**src/rtl/mem_pkg.sv**
```systemverilog
// Shared types and constants for the MEM stage: FSM state encoding,
// default bus timeout and the MEM/WB bundle with its bubble value.
package mem_pkg;

  localparam int DEFAULT_TIMEOUT = 16;

  typedef enum logic {
    IDLE = 1'b0,
    BUSY = 1'b1
  } state_t;

  typedef struct packed {
    logic        reg_wr;
    logic        memto_reg;
    logic [4:0]  wr_reg;
    logic [31:0] alu_out;
    logic [31:0] mem_data;
  } wb_bundle_t;

  localparam wb_bundle_t WB_BUBBLE = '0;

endpackage

```
**src/rtl/mem_wb_reg.sv**
```systemverilog
// MEM/WB pipeline register: captures the write-back bundle when load_i is
// high, otherwise inserts a bubble. Asynchronous active-low reset.
module mem_wb_reg
  import mem_pkg::*;
(
  input  logic       clk_i,
  input  logic       rst_n_i,
  input  logic       load_i,
  input  wb_bundle_t d_i,
  output wb_bundle_t q_o
);

  wb_bundle_t wb_q;

  always_ff @(posedge clk_i or negedge rst_n_i) begin
    if (!rst_n_i) begin
      wb_q <= WB_BUBBLE;
    end else if (load_i) begin
      wb_q <= d_i;
    end else begin
      wb_q <= WB_BUBBLE;
    end
  end

  assign q_o = wb_q;

endmodule

```
**src/rtl/mem_access_unit.sv**
```systemverilog
// MEM stage: drives the req/ack data-memory bus from EX/MEM, stalls the
// pipeline while an access is outstanding and feeds the MEM/WB register.
// Optional misaligned-access trap is enabled with `define MEM_ALIGN_CHECK_EN.
//
// Bus handshake: mem_req rises one edge after the access is seen in IDLE and
// mem_we/mem_addr/mem_wdata stay constant until the cycle in which mem_ack=1
// (one-cycle completion) or the timeout fires; mem_ack outside BUSY is ignored.
module mem_access_unit
  import mem_pkg::*;
#(
  parameter int TIMEOUT = DEFAULT_TIMEOUT
) (
  input  logic        clk,
  input  logic        reset,
  input  logic [31:0] MEM_ALUout,
  input  logic [31:0] MEM_rt_data,
  input  logic        MEM_MemWr,
  input  logic        MEM_MemtoReg,
  input  logic        MEM_RegWr,
  input  logic [4:0]  MEM_Write_register,
  output logic        mem_req,
  output logic        mem_we,
  output logic [31:0] mem_addr,
  output logic [31:0] mem_wdata,
  input  logic        mem_ack,
  input  logic [31:0] mem_rdata,
  output logic        stall,
  output logic        WB_RegWr,
  output logic        WB_MemtoReg,
  output logic [4:0]  WB_Write_register,
  output logic [31:0] WB_ALUout,
  output logic [31:0] WB_MemData,
  output logic        err_timeout,
  output logic        err_misalign,
  output state_t      dbg_state
);

  localparam logic [7:0] CNT_LAST = 8'(TIMEOUT - 1);

  state_t      state_q, state_d;
  logic        req_q, req_d;
  logic        we_q, we_d;
  logic [31:0] addr_q, addr_d;
  logic [31:0] wdata_q, wdata_d;
  logic [7:0]  cnt_q, cnt_d;
  logic        tmo_q, tmo_d;
  logic        mis_d;
  logic        acc;
  logic        misalign;
  logic        stall_c;
  logic        wb_load;
  wb_bundle_t  wb_d;
  wb_bundle_t  wb_q;

  assign acc = MEM_MemWr | MEM_MemtoReg;

`ifdef MEM_ALIGN_CHECK_EN
  logic mis_q;

  assign misalign = acc & (|MEM_ALUout[1:0]);

  always_ff @(posedge clk or negedge reset) begin
    if (!reset) begin
      mis_q <= 1'b0;
    end else begin
      mis_q <= mis_d;
    end
  end

  assign err_misalign = mis_q;
`else
  logic unused_align_bits;

  assign misalign          = 1'b0;
  assign unused_align_bits = ^{MEM_ALUout[1:0], mis_d};
  assign err_misalign      = 1'b0;
`endif

  always_comb begin
    state_d = state_q;
    req_d   = req_q;
    we_d    = we_q;
    addr_d  = addr_q;
    wdata_d = wdata_q;
    cnt_d   = cnt_q;
    tmo_d   = 1'b0;
    mis_d   = 1'b0;
    stall_c = 1'b0;
    wb_load = 1'b0;
    wb_d    = '{reg_wr:    MEM_RegWr,
                memto_reg: MEM_MemtoReg,
                wr_reg:    MEM_Write_register,
                alu_out:   MEM_ALUout,
                mem_data:  32'h0};
    case (state_q)
      IDLE: begin
        if (!acc) begin
          wb_load = 1'b1;
        end else if (misalign) begin
          // Trapped access: instruction retires without a register write.
          wb_load     = 1'b1;
          wb_d.reg_wr = 1'b0;
          mis_d       = 1'b1;
        end else begin
          stall_c = 1'b1;
          req_d   = 1'b1;
          we_d    = MEM_MemWr;
          addr_d  = {MEM_ALUout[31:2], 2'b00};
          wdata_d = MEM_rt_data;
          cnt_d   = 8'h0;
          state_d = BUSY;
        end
      end
      BUSY: begin
        if (mem_ack) begin
          // Ack wins over a coincident timeout.
          wb_load       = 1'b1;
          wb_d.mem_data = MEM_MemtoReg ? mem_rdata : 32'h0;
          req_d         = 1'b0;
          state_d       = IDLE;
        end else if (cnt_q == CNT_LAST) begin
          wb_load     = 1'b1;
          wb_d.reg_wr = 1'b0;
          req_d       = 1'b0;
          tmo_d       = 1'b1;
          state_d     = IDLE;
        end else begin
          stall_c = 1'b1;
          cnt_d   = cnt_q + 8'h1;
        end
      end
      default: begin
        state_d = IDLE;
        req_d   = 1'b0;
      end
    endcase
  end

  always_ff @(posedge clk or negedge reset) begin
    if (!reset) begin
      state_q <= IDLE;
      req_q   <= 1'b0;
      we_q    <= 1'b0;
      addr_q  <= 32'h0;
      wdata_q <= 32'h0;
      cnt_q   <= 8'h0;
      tmo_q   <= 1'b0;
    end else begin
      state_q <= state_d;
      req_q   <= req_d;
      we_q    <= we_d;
      addr_q  <= addr_d;
      wdata_q <= wdata_d;
      cnt_q   <= cnt_d;
      tmo_q   <= tmo_d;
    end
  end

  mem_wb_reg u_mem_wb_reg (
    .clk_i   (clk),
    .rst_n_i (reset),
    .load_i  (wb_load),
    .d_i     (wb_d),
    .q_o     (wb_q)
  );

  // Gate with reset so stall drops at once even if EX/MEM still holds an access.
  assign stall             = reset & stall_c;
  assign mem_req           = req_q;
  assign mem_we            = we_q;
  assign mem_addr          = addr_q;
  assign mem_wdata         = wdata_q;
  assign err_timeout       = tmo_q;
  assign WB_RegWr          = wb_q.reg_wr;
  assign WB_MemtoReg       = wb_q.memto_reg;
  assign WB_Write_register = wb_q.wr_reg;
  assign WB_ALUout         = wb_q.alu_out;
  assign WB_MemData        = wb_q.mem_data;
  assign dbg_state         = state_q;

endmodule

```
**config.mk**
```make
export PLATFORM = sky130hd
export DESIGN_NAME = mem_access_unit
export DESIGN_NICKNAME = d
export VERILOG_FILES = /design/src/rtl/mem_pkg.sv /design/src/rtl/mem_wb_reg.sv /design/src/rtl/mem_access_unit.sv
export SDC_FILE = /design/constraint.sdc
export NUM_CORES = 1
export LEC_CHECK = 0
export ABC_AREA = 0
export ABC_CLOCK_PERIOD_IN_PS = 3450
export CAP_MARGIN = 20
export CORE_AREA = 8 8 120 122
export DETAILED_ROUTE_END_ITERATION = 7
export DIE_AREA = 0 0 128 130
export PLACE_DENSITY = 0.91
export SETUP_SLACK_MARGIN = 0.2
export SKIP_LAST_GASP = 1
export SLEW_MARGIN = 20
export SYNTH_ARGS = -nofsm -noshare
export SYNTH_HDL_FRONTEND = slang
export SYNTH_HIERARCHICAL = 1
export SYNTH_SLANG_ARGS = --single-unit
export TNS_END_PERCENT = 10
```
**constraint.sdc**
```tcl
create_clock -name clk -period 3.45 [get_ports clk]
set_input_delay 0.5175 -clock clk [delete_from_list [all_inputs] [get_ports clk]]
set_output_delay 0.5175 -clock clk [all_outputs]
set_load 0.03 [all_outputs]
```
# Word level (Yosys, flattened, before mapping)
# Cells that the tools add are included.
[word_totals]
ff_bits = 145
latchBits = 0
ramBits = 0
mem_bits_ro = 0
in_bits = 107
out_inout_bits = 141
wordCells = 49
mem_count = 0
[op_classes]
add_sub_neg = 1
multipliers = 0
div = 0
magnitude_cmp = 0
eq_ne = 5
shifts = 0
n_mux = 25
bitwise_logic = 3
n_reduce_logical = 3
[op_table]
columns = ["op", "n"]
rows = [
  ["32-bit 2-to-1 mux", 3],
  ["71-bit 2-to-1 mux", 1],
  ["8-bit 2-to-1 mux", 3],
  ["8-bit case mux with 2 select lines", 1],
  ["1-bit 2-to-1 mux", 13],
  ["8-bit by 1-bit adder with 8-bit output (second input constant)", 1],
  ["8-bit by 4-bit equality test with 1-bit output (second input constant)", 1],
  ["1-bit case mux with 2 select lines", 4],
  ["2-bit inequality test (second input constant)", 3],
  ["2-bit AND reduction", 2],
  ["3-bit by 2-bit inequality test with 1-bit output (second input constant)", 1],
  ["3-bit AND reduction", 1],
  ["1-bit bitwise AND", 1],
  ["1-bit NOT", 1],
  ["1-bit OR", 1],
]

# Logic depth before layout (Yosys ltp)
# Gate-level depths: netlist (run 1).
[logic_depth]
ltp_word = 5
mapped_depth = 6
depth_no_buf = 6

# By module
# The synthesis (run 1) kept the hierarchy.
[by_module_without_submodules]
columns = ["module", "instances", "cells_each", "area_per_inst_um2", "seq_area_each_um2"]
rows = [
  ["mem_access_unit", 1, 367, 3199.3, 1851.8],
  ["mem_wb_reg", 1, 149, 2344.7, 1776.7],
]

# Worst setup path after synthesis (run 1)
# No wires, ideal clock.
[synth_path]
path_type = "register -> output"
from = "reg cnt_q[5]"
to = "out stall"
arrival_ns = 1.663
required_time_ns = 2.932
slack_ns = 1.270
path_stages_with_launch = 6
n_path_buf = 0
path_cell_list = "dfrtp_1 > or4_4 > o21ba_4 > nor2_8 > inv_4 > and2_1"
[synth_via]
elab_chain_len = 5
[synth_lines]
columns = ["element", "line_no", "text"]
rows = [
  ["start: declaration", "mem_access_unit.sv:45", "logic [7:0] cnt_q, cnt_d;"],
  ["start signal: assignment", "mem_access_unit.sv:154", "cnt_q <= cnt_d;"],
  ["8-bit by 4-bit equality test with 1-bit output", "mem_access_unit.sv:121", "end else if (cnt_q == CNT_LAST) begin"],
  ["1-bit 2-to-1 mux", "mem_access_unit.sv:121", ""],
  ["1-bit 2-to-1 mux", "mem_access_unit.sv:115", "if (mem_ack) begin"],
  ["1-bit case mux with 2 select lines", "mem_access_unit.sv:95", "case (state_q)"],
  ["named net stall_c", "mem_access_unit.sv:50", "logic stall_c;"],
  ["1-bit bitwise AND", "mem_access_unit.sv:168", "assign stall = reset & stall_c;"],
  ["end: declaration", "mem_access_unit.sv:27", "output logic stall,"],
]
# The timed path passes the listed nets, and every way through them passes these cells.

# Worst setup path in the final report (run 1)
# Same ends and word-level chain as after synthesis.

==> results of run 1 <==
-- Yosys cell counts, types with 2 or more instances --
cell	number
nor2_1	6
nand2b_1	2
nand2_1	193
buf_4	3
and2_2	71
clkbuf_1	17
a21oi_1	2
clkbuf_2	7
dfrtp_1	145
nor3_1	2
nand3_1	7
and3_1	3
o211ai_1	2
o21ai_0	2
and2_1	33
-- per-stage QoR --
step           power, W  hold slack [ns]
6_report       0.006838           0.2382
3_3_place_gp   0.004571           0.4567
4_1_cts        0.006895           0.3016
2_1_floorplan  0.003554           0.2219
5_1_grt        0.007133           0.3236
3_5_place_dp   0.004668           0.4621
-- worst register-to-register path: stages, from the launching register on --
cell and delay, ns:
dfrtp_1 0.44, or4_4 0.61, o21ba_4 0.27, nor2_8 0.11, buf_4 0.46, and2_2 0.31
-- per-layer routing --
layer  up-vias  global-route usage (%)  routed length, um
met5         -                       0                  0
met4         0                   9.301                386
met3        30                   6.610               1304
met2       215                   37.18               9026
met1      2203                   20.51               5968
li1       2075                       -                  -
-- power breakdown --
group | internal, W | switching [W] | total, W | leakage, nW
clock network | 0.00150 | 0.000695 | 0.00220 | 0.333
logic | 0.000944 | 0.00139 | 0.00233 | 1.99
registers | 0.00208 | 0.000231 | 0.00231 | 1.87
-- how the worst min path moves through the flow --
stage / start / endpoint / slack (ns) / depth (start not counted)
2_1_floorplan: reset / cnt_q[0] / 0.22 / 0
3_3_place_gp: mem_addr[6] / mem_addr[6] / 0.46 / 2
3_5_place_dp: mem_wdata[30] / mem_wdata[30] / 0.46 / 2
4_1_cts: reset / u_mem_wb_reg/q_o[56] / 0.30 / 2
5_1_grt: reset / u_mem_wb_reg/q_o[56] / 0.32 / 2
6_report: reset / u_mem_wb_reg/q_o[52] / 0.24 / 2
-- layout make-up --
class / count / area, um^2
clock buffer: 18 / 429.2
clock inverter: 14 / 284.0
fill: 874 / 3547
inverter: 2 / 10.01
multi-input combinational: 344 / 1804
sequential: 145 / 3628
tap: 172 / 215.2
timing repair buffer: 249 / 2496
-- cell families (layout without fill, tap and decap cells) --
family	count (synthesis)	count (layout)	synth area share, %
buf+inv	29	283	2.370
compound gates	14	14	2.189
simple gates	325	325	29.50
other cells	1	3	0.06764
flops	145	145	65.45
mux	1	1	0.2031
fa+ha+maj	1	1	0.2256
-- registers in the layout, summed over array words and instances (netlist names) --
signal / flops
mem_addr: 30
mem_req: 1
err_timeout: 1
cnt_q: 8
u_mem_wb_reg/q_o: 71
mem_wdata: 32
mem_we: 1
dbg_state: 1
==> summary.md, run 1 <==
| Metric | Value |
|---|---|
| CP Depth | `6` |
| Antenna cell count | `0` |
| Max cap viols | `0` |
| Drt first pass iters | `5` |
| CTS H-tree lvls | `4` |
| Area leader, netlist | `dfrtp_1` |
| Final min period | `2.793 ns` |
| Antenna viol nets, final | `0` |
| Worst-path cell chain | `or4_4 -> o21ba_4 -> nor2_8 -> inv_4 -> and2_1 -> dlymetal6s2s_1` |
| Ys flop type | `dfrtp_1` |
| Worst VDD drop | `0.0004460 V` |
| CTS tree | `yes` |
| Design area | `8867 um^2` |
| Clock root buffer | `clkbuf_16` |
| Worst slack, placed | `0.4845 ns` |
| Initial antenna violation count | `0` |
| CTS Buffer Depth | `2` |
| Worst-Margin Slew | `0.8533 ns` |
| Capture point of the worst path | `stall` |
| Critical Path Sink Type | `output port` |
| Port Buffers | `244` |
| FF+latch count, synth | `145` |
| CP Buf/Inv Count | `2` |
| Final worst-path cycle share | `80.96%` |
| Gr ovfl total | `0` |
| NumNets Final | `867` |
| Cells after Synth | `516` |
| Pwr dens | `771.2 nW/um^2` |
| Hold Vio Cnt, Final | `0` |
| Synth Area per Inst | `10.74 um^2` |
| Post-Place Cell Area | `8147 um^2` |
| Yosys top cell area share | `65.45%` |
| Reg clk slew, reported paths | `0.06 ns` |
| Commonest non-fill, non-tap cell in the layout | `clkdlybuf4s50_1` |
| Worst-Skew Late Latency | `0.41 ns` |
| Worst Setup Start Kind | `register` |
| Max-Slew Margin vs Limit | `43.11%` |
| Area grow syn2layout | `59.94%` |
| Worst setup margin | `0.6570 ns` |
| TritonCTS buffer count | `17` |
| Slowest-stage cell, CP | `or4_4` |
| Cell Area, Synth | `5544 um^2` |
| Final setup fails | `0` |
| Setup crit start | `cnt_q[5]` |
| Reg-to-reg endpoint | `u_mem_wb_reg/q_o[59]` |
| Setup Skew | `0.004811 ns` |
| Drt total wl | `16690 um` |
| First-pass GRT wire length | `26050 um` |
| Seq/Total Area, Yosys | `65.45%` |
| Cells after DPL | `912` |
| Cts hold-fix bufs | `0` |
| Post-CTS Setup Inserts | `0` |
| Initial DRC count | `344` |
| Die height | `130 um` |
| Worst R2R Start | `cnt_q[5]` |
| DP Wirelength | `11860 um` |
| Initial core utilization | `44.66%` |
| Utilization after layout | `71.43%` |
| Row Count | `41` |
| Clk sinks | `145` |
| Slew Viols, Final | `0` |
| Fin cells | `944` |
| Routed wire per std cell | `17.67 um` |
| DR vias | `4523` |
| Worst reg2reg setup slack | `1.20 ns` |
| Total Routing Usage GR | `20.23%` |
| Status | `complete, no violations` |
| Worst path max stage delay | `0.61 ns` |
| Cell class contributing the biggest share of worst-path delay | `simple AND/OR/NAND/NOR gates` |
| Hold Path Class | `in -> async` |
| Data required, critical path | `2.93 ns` |
| Vias in the first global route | `4853` |
| Die span in x | `128 um` |
| Largest cells by area after synthesis | `dfrtp_1 (65%), nand2_1 (13%), and2_2 (9.6%)` |
| Most frequent cells in the layout | `clkdlybuf4s50_1 (242), nand2_1 (193), dfrtp_1 (145), and2_2 (71), and2_1 (33)` |
| Lkg Pwr | `4.187 nW` |
| Ys async rst share | `100.0%` |
| Core region area | `12410 um^2` |
| Worst Reg-to-Reg Cells | `5` |
| Layout cells sized above 1 | `15.28%` |
| RSZ-0062 raised after global routing | `no` |
| Synth Warn # | `6` |
| Largest net degree at the start of global routing | `146` |
| Num ports | `248` |
| CP Data Arrival Time | `2.28 ns` |
| Yosys cell types | `36` |
| Setup TNS | `0 ns` |
| Cts repair resizes | `0` |
| Vias/cell | `4.791` |
| Post-route DRC | `0` |
| Critical setup path kind | `reg -> out` |
| GP Congestion | `0.7832` |
| Worst-path fanout max | `6` |
| Number of synthesized flops with an enable pin | `0` |
| Max Fclk | `358.0 MHz` |
| Total die area | `16640 um^2` |
(Power assumes the default switching activity.)
==> run 2, diff against run 1 <==
--- a/config.mk
+++ b/config.mk
@@ -6,12 +6,12 @@
 export NUM_CORES = 1
 export LEC_CHECK = 0
 export ABC_AREA = 0
-export ABC_CLOCK_PERIOD_IN_PS = 3450
+export ABC_CLOCK_PERIOD_IN_PS = 2900
 export CAP_MARGIN = 20
-export CORE_AREA = 8 8 120 122
+export CORE_AREA = 8 8 124 126
 export DETAILED_ROUTE_END_ITERATION = 7
-export DIE_AREA = 0 0 128 130
-export PLACE_DENSITY = 0.91
+export DIE_AREA = 0 0 132 134
+export PLACE_DENSITY = 0.86
 export SETUP_SLACK_MARGIN = 0.2
 export SKIP_LAST_GASP = 1
 export SLEW_MARGIN = 20
==> constraint.sdc (replaced) <==
create_clock -name clk -period 2.9 [get_ports clk]
set_input_delay 0.435 -clock clk [delete_from_list [all_inputs] [get_ports clk]]
set_output_delay 0.435 -clock clk [all_outputs]
set_load 0.03 [all_outputs]
==> run 2 against run 1 <==
  * Sequential cell count unchanged
  * Worst setup slack worse by 0.35 ns
  * Final cell count up 0.95%
  * Combinational power up 18%
  * Largest cell class unchanged
  * Non-clock buffer count up 1
  * Critical path type unchanged
  * Wire length down 9.4%
  * Core utilization down 6.2 points
  * Clock skew about the same
  * Critical path depth unchanged
  * First-iteration DRC count down 23%
==> summary.md, run 2 (synthesized netlist as in run 1, its figures left out) <==
| Metric | Value |
|---|---|
| Worst-path fanout max | `6` |
| Layout cells sized above 1 | `15.65%` |
| DR vias | `4289` |
| Initial antenna violation count | `0` |
| Num ports | `248` |
| Vias/cell | `4.501` |
| Worst-Margin Slew | `0.7700 ns` |
| Clock root buffer | `clkbuf_16` |
| Core region area | `13500 um^2` |
| DP Wirelength | `10710 um` |
| Met3 routed WL | `1233 um` |
| CP Data Arrival Time | `2.16 ns` |
| Post-route DRC | `0` |
| Clk sinks | `145` |
| Slew Viols, Final | `0` |
| Total Routing Usage GR | `17.34%` |
| Port Buffers | `244` |
| CTS tree | `yes` |
| Max Fclk | `385.6 MHz` |
| CTS Buffer Depth | `2` |
| Max cap viols | `0` |
| Status | `complete, no violations` |
| Drt total wl | `15110 um` |
| Worst Reg-to-Reg Cells | `5` |
| CTS H-tree lvls | `4` |
| NumNets Final | `868` |
| Antenna cell count | `0` |
| Max-Slew Margin vs Limit | `48.66%` |
| Largest register FFs | `71` |
| Data required, critical path | `2.47 ns` |
| Fillers | `1052` |
| Routed wire per std cell | `15.85 um` |
| Row Count | `43` |
| Hold Path Class | `in -> async` |
| Final min period | `2.594 ns` |
| Post-Route M1 WL | `6144 um` |
| Final worst-path cycle share | `89.43%` |
| Worst VDD drop | `0.0004772 V` |
| RSZ-0062 raised after global routing | `no` |
| Worst-Skew Late Latency | `0.41 ns` |
| Vias in the first global route | `4446` |
| Initial core utilization | `41.05%` |
| Top layer in use | `met4` |
| Post-CTS Setup Inserts | `0` |
| Antenna viol nets, final | `0` |
| GP Congestion | `0.7390` |
| Reg-to-reg endpoint | `u_mem_wb_reg/q_o[63]` |
| Commonest non-fill, non-tap cell in the layout | `clkdlybuf4s50_1` |
| Die span in x | `132 um` |
| Pwr dens | `884.0 nW/um^2` |
| Initial DRC count | `264` |
| Reg clk slew, reported paths | `0.06 ns` |
| Area grow syn2layout | `58.77%` |
| Gr ovfl total | `0` |
| First-pass GRT wire length | `24110 um` |
| Critical Path Sink Type | `output port` |
| Final hold slack | `0.1390 ns` |
| Most frequent cells in the layout | `clkdlybuf4s50_1 (242), nand2_1 (193), dfrtp_1 (145), and2_2 (71), and2_1 (33)` |
| Total die area | `17690 um^2` |
| Met2 WL | `7422 um` |
| Hold Vio Cnt, Final | `0` |
| Setup Skew | `0.004621 ns` |
| Worst R2R Start | `cnt_q[5]` |
| Lkg Pwr | `4.149 nW` |
| Setup TNS | `0 ns` |
| Final setup fails | `0` |
| Power Total | `0.007781 W` |
| Worst Setup Start Kind | `register` |
| Drt first pass iters | `4` |
| TritonCTS buffer count | `17` |
| Critical setup path kind | `reg -> out` |
| Die height | `134 um` |
| Cts hold-fix bufs | `0` |
| Worst reg2reg setup slack | `0.66 ns` |
| Largest net degree at the start of global routing | `146` |
## run 2: cell count changes in the layout (fill, tap and decap cells not counted)
cell	change
clkbuf_1	-1
buf_4	+2
clkinv_2	+2
clkbuf_8	+2
dlymetal6s2s_1	-1
inv_6	+1
bufinv_16	-4
## run 2: worst max path at each step
stage	start	endpoint	slack, ns	cells past startpoint
2_1_floorplan	cnt_q[5]	stall	0.80	5
3_3_place_gp	mem_ack	u_mem_wb_reg/q_o[46]	0.63	6
3_5_place_dp	mem_ack	u_mem_wb_reg/q_o[63]	0.61	6
4_1_cts	cnt_q[5]	stall	0.28	6
5_1_grt	cnt_q[4]	stall	0.22	6
6_report	cnt_q[5]	stall	0.31	6
## run 2: what timing repair did
action                                  CTS  global route
endpoints found under the setup margin    0             1
hold endpoints to repair                  0             0
gates resized for setup                   0             1
## run 2: metrics by stage
step,area (um^2),instances,setup slack (ns),utilization [%]
5_1_grt,8802,953,0.2197,65.18
6_report,8802,953,0.3065,65.18
4_1_cts,8797,953,0.2804,65.14
3_3_place_gp,8162,921,0.6333,60.44
2_1_floorplan,5552,518,0.8024,-
3_5_place_dp,8162,921,0.6129,60.44
## run 2: layer usage
layer  vias to the layer above  track usage, %
li1                       2071               -
met2                       165           28.35
met4                         0           7.466
met1                      2032           19.77
met3                        21           6.993
met5                         -               0
## run 2: final cells by class
| cell class | instances | area (um^2) | area share (%) |
|---|---|---|---|
| Clock buffer | 19 | 452.9 | 5.146 |
| Clock inverter | 13 | 182.7 | 2.075 |
| Inverter | 2 | 10.01 | 0.1137 |
| Multi-Input combinational cell | 344 | 1804 | 20.50 |
| Sequential cell | 145 | 3628 | 41.22 |
| Tap cell | 180 | 225.2 | 2.559 |
| Timing Repair Buffer | 250 | 2499 | 28.39 |
## run 2: worst max-delay path: stages, from the launching register on
cell and delay (ns):
dfrtp_1 0.42, or4_4 0.60, o21ba_4 0.26, nor2_8 0.10, inv_4 0.05, and2_1 0.15, buf_4 0.17
## run 2: power by group
group / switching, W / leakage [nW] / internal, W
Combinational: 0.00161 / 1.98 / 0.00112
Sequential: 0.000246 / 1.87 / 0.00247
Clock: 0.000843 / 0.302 / 0.00149
